===== src/rtl/vga_pkg.sv =====
// vga_pkg: shared VGA pipeline definitions.
//   Widths for pixel counters, positions and 4:4:4 colour, visible area
//   size, and the timing bundle carried alongside every pixel.
package vga_pkg;

    localparam int unsigned HCOUNT_W = 11;
    localparam int unsigned POS_W    = 12;
    localparam int unsigned RGB_W    = 12;
    localparam int unsigned VIS_W    = 800;
    localparam int unsigned VIS_H    = 600;

    typedef struct packed {
        logic [HCOUNT_W-1:0] hcount;
        logic [HCOUNT_W-1:0] vcount;
        logic                hsync;
        logic                vsync;
        logic                hblnk;
        logic                vblnk;
    } timing_t;

endpackage


===== src/rtl/vga_timing_delay.sv =====
// vga_timing_delay: N-stage register chain for the VGA timing bundle.
//   pclk       in   pixel clock
//   rst        in   synchronous reset, active-high (clears every stage)
//   timing_in  in   timing bundle
//   timing_out out  timing_in delayed N cycles
module vga_timing_delay
    import vga_pkg::*;
#(
    parameter int unsigned N = 2
) (
    input  logic    pclk,
    input  logic    rst,
    input  timing_t timing_in,
    output timing_t timing_out
);

    timing_t stage_q [N];
    timing_t stage_d [N];

    always_comb begin
        stage_d[0] = timing_in;
        for (int unsigned i = 1; i < N; i++) begin
            stage_d[i] = stage_q[i-1];
        end
    end

    always_ff @(posedge pclk) begin
        for (int unsigned i = 0; i < N; i++) begin
            if (rst) begin
                stage_q[i] <= '0;
            end else begin
                stage_q[i] <= stage_d[i];
            end
        end
    end

    assign timing_out = stage_q[N-1];

endmodule


===== src/rtl/draw_rect_overlay.sv =====
// draw_rect_overlay: overlays a fixed-size rectangle on the VGA pixel stream.
//   Position (xpos/ypos) is captured once per frame on the first cycle of
//   vertical blanking so the rectangle never tears. Two-stage pipeline:
//   stage 1 registers inputs and the hit test, stage 2 composites.
//   Optional macro DRAW_RECT_BORDER_EN: draw only a BORDER_W-thick outline.
// Ports:
//   pclk, rst                    clock, synchronous active-high reset
//   xpos, ypos                   rectangle top-left corner
//   hcount_in..vblnk_in, rgb_in  incoming timing and background pixel
//   hcount_out..vblnk_out        timing delayed 2 cycles
//   rgb_out                      composited pixel, 2-cycle latency
module draw_rect_overlay
    import vga_pkg::*;
#(
    parameter int unsigned      RECT_W     = 48,
    parameter int unsigned      RECT_H     = 64,
    parameter logic [RGB_W-1:0] RECT_COLOR = 12'hF_0_0,
    parameter int unsigned      BORDER_W   = 2
) (
    input  logic                pclk,
    input  logic                rst,
    input  logic [POS_W-1:0]    xpos,
    input  logic [POS_W-1:0]    ypos,
    input  logic [HCOUNT_W-1:0] hcount_in,
    input  logic [HCOUNT_W-1:0] vcount_in,
    input  logic                hsync_in,
    input  logic                vsync_in,
    input  logic                hblnk_in,
    input  logic                vblnk_in,
    input  logic [RGB_W-1:0]    rgb_in,
    output logic [HCOUNT_W-1:0] hcount_out,
    output logic [HCOUNT_W-1:0] vcount_out,
    output logic                hsync_out,
    output logic                vsync_out,
    output logic                hblnk_out,
    output logic                vblnk_out,
    output logic [RGB_W-1:0]    rgb_out
);

    // One bit wider than a position so edge sums never wrap.
    localparam int unsigned SUM_W = POS_W + 1;

`ifdef DRAW_RECT_BORDER_EN
    localparam logic OUTLINE_ONLY = 1'b1;
`else
    localparam logic OUTLINE_ONLY = 1'b0;
`endif

    logic [POS_W-1:0] x_lat_q, x_lat_d;
    logic [POS_W-1:0] y_lat_q, y_lat_d;
    logic             vblnk_prev_q, vblnk_prev_d;
    logic [RGB_W-1:0] rgb_s1_q, rgb_s1_d;
    logic             blank_s1_q, blank_s1_d;
    logic             hit_s1_q, hit_s1_d;
    logic [RGB_W-1:0] rgb_out_q, rgb_out_d;

    logic [SUM_W-1:0] h_ext, v_ext, x_ext, y_ext;
    logic             in_rect, on_border;

    timing_t timing_in, timing_out;

    always_comb begin
        vblnk_prev_d = vblnk_in;
        x_lat_d      = x_lat_q;
        y_lat_d      = y_lat_q;
        if (vblnk_in && !vblnk_prev_q) begin
            x_lat_d = xpos;
            y_lat_d = ypos;
        end
    end

    // Hit test uses the latch value before any update on this same cycle.
    always_comb begin
        h_ext = {2'b00, hcount_in};
        v_ext = {2'b00, vcount_in};
        x_ext = {1'b0, x_lat_q};
        y_ext = {1'b0, y_lat_q};

        in_rect   = (h_ext >= x_ext) && (h_ext < x_ext + SUM_W'(RECT_W)) &&
                    (v_ext >= y_ext) && (v_ext < y_ext + SUM_W'(RECT_H));
        on_border = (h_ext <  x_ext + SUM_W'(BORDER_W)) ||
                    (h_ext >= x_ext + SUM_W'(RECT_W - BORDER_W)) ||
                    (v_ext <  y_ext + SUM_W'(BORDER_W)) ||
                    (v_ext >= y_ext + SUM_W'(RECT_H - BORDER_W));

        hit_s1_d   = in_rect && (on_border || !OUTLINE_ONLY);
        rgb_s1_d   = rgb_in;
        blank_s1_d = hblnk_in || vblnk_in;
    end

    always_comb begin
        rgb_out_d = rgb_s1_q;
        if (blank_s1_q) begin
            rgb_out_d = '0;
        end else if (hit_s1_q) begin
            rgb_out_d = RECT_COLOR;
        end
    end

    always_ff @(posedge pclk) begin
        if (rst) begin
            x_lat_q      <= '0;
            y_lat_q      <= '0;
            vblnk_prev_q <= 1'b0;
            rgb_s1_q     <= '0;
            blank_s1_q   <= 1'b0;
            hit_s1_q     <= 1'b0;
            rgb_out_q    <= '0;
        end else begin
            x_lat_q      <= x_lat_d;
            y_lat_q      <= y_lat_d;
            vblnk_prev_q <= vblnk_prev_d;
            rgb_s1_q     <= rgb_s1_d;
            blank_s1_q   <= blank_s1_d;
            hit_s1_q     <= hit_s1_d;
            rgb_out_q    <= rgb_out_d;
        end
    end

    assign timing_in = '{hcount: hcount_in, vcount: vcount_in,
                         hsync: hsync_in, vsync: vsync_in,
                         hblnk: hblnk_in, vblnk: vblnk_in};

    vga_timing_delay #(
        .N (2)
    ) u_timing_delay (
        .pclk       (pclk),
        .rst        (rst),
        .timing_in  (timing_in),
        .timing_out (timing_out)
    );

    assign hcount_out = timing_out.hcount;
    assign vcount_out = timing_out.vcount;
    assign hsync_out  = timing_out.hsync;
    assign vsync_out  = timing_out.vsync;
    assign hblnk_out  = timing_out.hblnk;
    assign vblnk_out  = timing_out.vblnk;
    assign rgb_out    = rgb_out_q;

endmodule

===== config.mk =====
export PLATFORM = sky130hd
export DESIGN_NAME = draw_rect_overlay
export DESIGN_NICKNAME = d
export VERILOG_FILES = /design/src/rtl/vga_pkg.sv /design/src/rtl/vga_timing_delay.sv /design/src/rtl/draw_rect_overlay.sv
export SDC_FILE = /design/constraint.sdc
export NUM_CORES = 1
export LEC_CHECK = 0
export ABC_AREA = 1
export BUFFER_PORTS_ARGS = -buffer_cell sky130_fd_sc_hd__buf_4
export CAP_MARGIN = 15
export CELL_PAD_IN_SITES_DETAIL_PLACEMENT = 0
export CELL_PAD_IN_SITES_GLOBAL_PLACEMENT = 1
export CORE_AREA = 2 2 108 110
export DETAILED_ROUTE_END_ITERATION = 12
export DIE_AREA = 0 0 110 112
export GPL_TIMING_DRIVEN = 0
export PLACE_DENSITY_LB_ADDON = 0.12
export SYNTH_ARGS = -nofsm -noshare
export SYNTH_HDL_FRONTEND = slang
export SYNTH_SLANG_ARGS = --single-unit

===== constraint.sdc =====
create_clock -name pclk -period 2.7 [get_ports pclk]
set_input_delay 0.405 -clock pclk [delete_from_list [all_inputs] [get_ports pclk]]
set_output_delay 0.405 -clock pclk [all_outputs]
set_load 0.01 [all_outputs]

# [Word level (Yosys, flattened, before mapping)]
# Memory sizes are Yosys's and may differ from the RTL's.
# Index checks and enable logic that the tools add are counted.
[classes] mux=6 n_bitwise=2 n_addsub=2 order_cmp=4 n_reduce_logical=8
[ops] cell="26-bit 2-to-1 mux" count=2
[ops] cell="11-bit by 13-bit less-than comparator with 1-bit output" count=2
[ops] cell="11-bit by 12-bit greater-or-equal comparator with 1-bit output" count=2
[ops] cell="12-bit by 6-bit adder with 13-bit output, second input constant" count=1
[ops] cell="12-bit by 7-bit adder with 13-bit output, second input constant" count=1
[ops] cell="12-bit 2-to-1 mux" count=1
[ops] cell="1-bit logical AND" count=4
[ops] cell="1-bit 2-to-1 mux" count=3
[ops] cell="3-bit OR reduction" count=1
[ops] cell="1-bit bitwise OR" count=2
[ops] cell="2-bit OR reduction" count=1
[ops] cell="1-bit zero test" count=1
[ops] cell="1-bit logical OR" count=1
[word_totals] out_inout_bits=38 ram_bits=52 register_bits=51 mem_count=1
[mem_list] name="u_timing_delay.stage_q" words=2 width=26 rd=2 rd_ports_with_merged_regs=0 write_ports=2 line_no="vga_timing_delay.sv:17" rtl="timing_t stage_q [N];"

# [Depth between registers and ports, before layout]
[depth] depth_word=5 mapped_depth=14 ltp_nobuf=14

# [Hierarchy]
# A second synthesis with hierarchy kept.
[hier_totals] cells_unflattened=545 hier_area_um2=4269.1
[modules_own_cells] mod="draw_rect_overlay" n_inst=1 cells_per_inst=383 area_each_um2=2770.2
[modules_own_cells] mod="vga_timing_delay" n_inst=1 cells_per_inst=162 area_each_um2=1498.9

# [Worst setup path after synthesis]
# No wires, ideal clock.
[synth_path] path_type="register to register" startpoint="register x_lat_q[4]" endpoint="register hit_s1_q" synth_period_minus_slack_ps=1850 required_ps=2638 slack_ps=850 setup_time_ps=62 t_arrival_ps=1789 path_stages_with_launch=14 path_cell_list="dfxtp_1 > inv_1 > ha_1 > inv_1 > nand4_1 > o21ai_0 > o21ai_0 > ha_1 > a21o_1 > nand2_1 > nand2_1 > nor2_1 > nand2_1 > nor2_2"
[synth_via] elab_chain_cells=5
[synth_rtl] item="start: declaration" line_no="draw_rect_overlay.sv:49" rtl="logic [POS_W-1:0] x_lat_q, x_lat_d;"
[synth_rtl] item="start signal: assignment" line_no="draw_rect_overlay.sv:110" rtl="x_lat_q <= x_lat_d;"
[synth_rtl] item="12-bit by 6-bit adder with 13-bit output" line_no="draw_rect_overlay.sv:79" rtl="in_rect = (h_ext >= x_ext) && (h_ext < x_ext + SUM_W'(RECT_W)) &&"
[synth_rtl] item="11-bit by 13-bit less-than comparator with 1-bit output" line_no="draw_rect_overlay.sv:79"
[synth_rtl] item="1-bit logical AND (*) (2 in a row)" line_no="draw_rect_overlay.sv:79"
[synth_rtl] item="1-bit logical AND (*)" line_no="draw_rect_overlay.sv:80" rtl="(v_ext >= y_ext) && (v_ext < y_ext + SUM_W'(RECT_H));"
[synth_rtl] item="end signal: assignment" line_no="draw_rect_overlay.sv:115" rtl="hit_s1_q <= hit_s1_d;"
[synth_rtl] item="end: declaration" line_no="draw_rect_overlay.sv:54" rtl="logic hit_s1_q, hit_s1_d;"
# Every way passes the cells marked *; elsewhere a longest branch is shown, timed or not.
# A chain may end at the register's enable or synchronous reset.

# [Final worst setup path]
# Ends and elaborated chain as after synthesis.

==> flow_summary_export.csv <==
group,metric,value,unit
outcome,outcome,"complete, no violations",
timing,fin_skew,0.008578,ns
clock_network,cts_hold_buf,0,
logic_synthesis,netlist_instances,517,
timing,finalSetupViolations,0,
min_path,hp-start,"rgb_in[2]",
detailed_routing,num_vias,3313,
timing,tightest_slew,0.5136,ns
clock_network,clk_path_buf_depth,2,
grt,antenna_found_initial,0,
detailed_routing,drtAntennaViolNets,0,
power_and_ir_drop,p_leak,0.002726,uW
timing,min_period_over_period,80.21,%
critical_path,slowest_stage,"dfxtp_1",
placed_design,dpl-instance-area,5061,sq um
logic_synthesis,seq_area_frac_synth,49.51,%
power_and_ir_drop,ir_worst_vdd,275.9,uV
critical_path,crit_required,2.97,ns
logic_synthesis,yosysUniqueCellTypes,26,
min_path,min_to,"rgb_s1_q[2]",
detailed_routing,remaining_drc_errors,0,
floorplanning,start_util,36.91,%
power_and_ir_drop,p_int,2637,uW
logic_synthesis,yosys_warnings,0,
min_path,holdPathStages,3,
timing,hold_viol_final,0,
placed_design,portBuffers,101,
critical_path,crit_chain,"inv_1 -> ha_1 -> inv_1 -> nand4_1 -> o21ai_0 -> o21ai_0 -> ha_1 -> a21o_1 -> nand2_1 -> nand2_1 -> nor2_1 -> nand2_1 -> nor2_2",
timing,tns,0,ns
detailed_routing,drt-initial-drc-count,151,
floorplanning,row_count,39,
critical_path,worstSetupEndpointType,"flop",
detailed_routing,wirelength,8.806,mm
logic_synthesis,postSynthAreaPerCell,7.977,sq um
final_layout,utilization,48.30,%
floorplanning,coreArea,11170,sq um
min_path,hold_class,"in2reg",
detailed_routing,wl_per_cell,11.33,microns
detailed_routing,avgViaCountPerCell,4.264,
detailed_routing,drt_first_pass_iters,4,
clock_network,cts_inserted_buffers,9,
critical_path,r2r_start,"x_lat_q[4]",
critical_path,ff2ff_setup_slack,0.53,ns
floorplanning,ioPinCount,102,
logic_synthesis,synth-seq-cells,102,
critical_path,path_class,"reg2reg",
final_layout,final_area,5398,sq um
power_and_ir_drop,swShare,25.40,%
critical_path,r2r_cells,13,
logic_synthesis,yosys-top-cells-area,"dfxtp_1 50%, ha_1 11%, inv_1 9.7%, nor2_1 8.9%, a21oi_1 4.5%",
critical_path,max_stage_delay,0.37,ns
grt,grt_pass1_wl,14.21,mm
final_layout,syn_to_final_growth,30.89,%
grt,grt_max_degree,20,
logic_synthesis,synth_nets,617,
power_and_ir_drop,combPwrFrac,13.5,%
run,cap_viol_max_count,0,
power_and_ir_drop,finalPower,3534,uW
floorplanning,die-area,12320,sq um
critical_path,cp_max_fo,4,
final_layout,drive_above_1_share,20.98,%
logic_synthesis,yosysTopAreaCellShare,49.51,%
timing,setup_slack,0.5343,ns
power_and_ir_drop,seqPwrFrac,45.8,%
floorplanning,die_h,112,microns
power_and_ir_drop,p_sw,897.5,uW
timing,drv_slew,0,
clock_network,htree_levels,3,
critical_path,crit_buf_inv,2,
timing,relSlewSlack,65.76,%
clock_network,clkSlewWorstSetupHoldPaths,0.08,ns
clock_network,clk_latency,0.35,ns
placed_design,dpl.hpwl,7.009,mm
clock_network,cts_resized,0,
timing,layout_min_cycle_time,2.166,ns
clock_network,cts_setup_buffers,0,
timing,rsz0062_at_grt,"no",
clock_network,cts-root-buf,"clkbuf_16",
placed_design,pre_cts_ws,0.5334,ns
power_and_ir_drop,clock_power_share,40.8,%
power_and_ir_drop,pwr_density_cell,654.7,nW/um^2
clock_network,tritoncts,"built",
final_layout,nets,729,
critical_path,r2r_end,"hit_s1_q",
clock_network,clock-sinks,102,
floorplanning,die_w,110,microns
critical_path,path_delay_family,"simple AND/OR/NAND/NOR gates",
grt,grt-ovfl-total,0,
logic_synthesis,synth_top_area_cell,"dfxtp_1",
grt,grt.total_usage,14.94,%
timing,maxClockFrequency,0.4617,GHz
placed_design,gp_congestion,0.7929,
final_layout,num_antenna_cells,0,
grt,grt_pass1_vias,3091,
critical_path,crit_path_start_kind,"flop",
logic_synthesis,syn_area,4124,sq um
critical_path,arrival,2.44,ns
critical_path,path_common_cell,"nand2_1",
final cells by class:
class	count	area, sq um
multi-input cells	285	1593
fillers	1150	5777
clock buffers	9	225.2
clock inverters	7	111.4
inverters	116	435.4
well taps	143	178.9
plain buffers	14	53.80
repair buffers	101	758.2
flip-flops and latches	102	2042
metrics by stage:
step                cells  hold WS, ns
floorplan             517       0.3883
global placement      761       0.3911
detailed placement    761       0.3927
CTS                   777       0.2463
global route          777       0.2566
finish                777       0.2534
power groups by stage:
stage,registers [uW],logic (uW),clock network (uW)
floorplan,1660,279,0
global placement,1650,477,0
detailed placement,1650,483,0
CTS,1620,486,1470
global route,1630,551,1530
finish,1620,477,1440
worst reg2reg max path: stages, from the launching register on:
cell and delay (ns):
dfxtp_1 0.37, inv_1 0.09, ha_1 0.25, inv_1 0.07, nand4_1 0.15, o21ai_0 0.17
o21ai_0 0.11, ha_1 0.30, a21o_1 0.18, nand2_1 0.08, nand2_1 0.05, nor2_1 0.09
nand2_1 0.07, nor2_2 0.12
sequential cells by signal, summed over array words and instances, names as in the netlist:
name / flops
blank_s1_q: 1
u_timing_delay.stage_q: 52
y_lat_q: 12
x_lat_q: 12
rgb_out: 12
hit_s1_q: 1
rgb_s1_q: 12
placed cells by master, fill, tap and decap left out, drive strengths merged:
cell and n:
o31ai 1, nor3b 1, dfxtp 102, nand4 9
ha 36, clkbuf 17, xnor2 1, nor2 102
inv 119, xor2 4, nand3 16, or2 1
nand2 42, bufinv 2, o21ai 34, buf 107
a21oi 37, clkinv 2, a21o 1
layer usage:
metal	wire, microns	global-route usage, %	vias to the layer above
met5	0	0	-
met1	4341	20.09	1410
met3	489	2.459	13
met4	135	6.835	0
li1	-	-	1806
met2	3841	23.27	84
cells by family after synthesis:
kind of cell | Yosys count | share of synthesized area [%]
AND/OR/NAND/NOR | 171 | 17.57
AO/OA/AOI/OAI | 73 | 9.072
buffers and inverters | 130 | 11.86
XOR/XNOR | 5 | 1.062
adder cells (fa/ha/maj) | 36 | 10.92
flip-flops | 102 | 49.51
cell usage after synthesis:
| library cell | n |
|---|---|
| inv_1 | 107 |
| dfxtp_1 | 102 |
| nor2_1 | 98 |
| nand2_1 | 40 |
| a21oi_1 | 37 |
| ha_1 | 36 |
| o21ai_0 | 28 |
| nand3_1 | 16 |
| nand4_1 | 9 |
| clkbuf_1 | 8 |
| inv_2 | 8 |
| buf_1 | 5 |
| o21ai_1 | 5 |
| xor2_1 | 4 |
| nor2_2 | 3 |
| a21o_1 | 1 |
| buf_2 | 1 |
| clkinv_1 | 1 |
| nand2_2 | 1 |
| nand2_4 | 1 |
| nor2_8 | 1 |
| nor3b_1 | 1 |
| o21ai_2 | 1 |
| o31ai_1 | 1 |
| or2_1 | 1 |
| xnor2_1 | 1 |
how the worst max path moves through the flow:
stage,start,to,cells past startpoint
2_1_floorplan,x_lat_q[4],hit_s1_q,13
3_3_place_gp,x_lat_q[4],hit_s1_q,13
3_5_place_dp,x_lat_q[4],hit_s1_q,13
4_1_cts,x_lat_q[4],hit_s1_q,13
5_1_grt,x_lat_q[4],hit_s1_q,13
6_report,x_lat_q[4],hit_s1_q,13
Note: power is estimated with default switching activity, not from simulation.
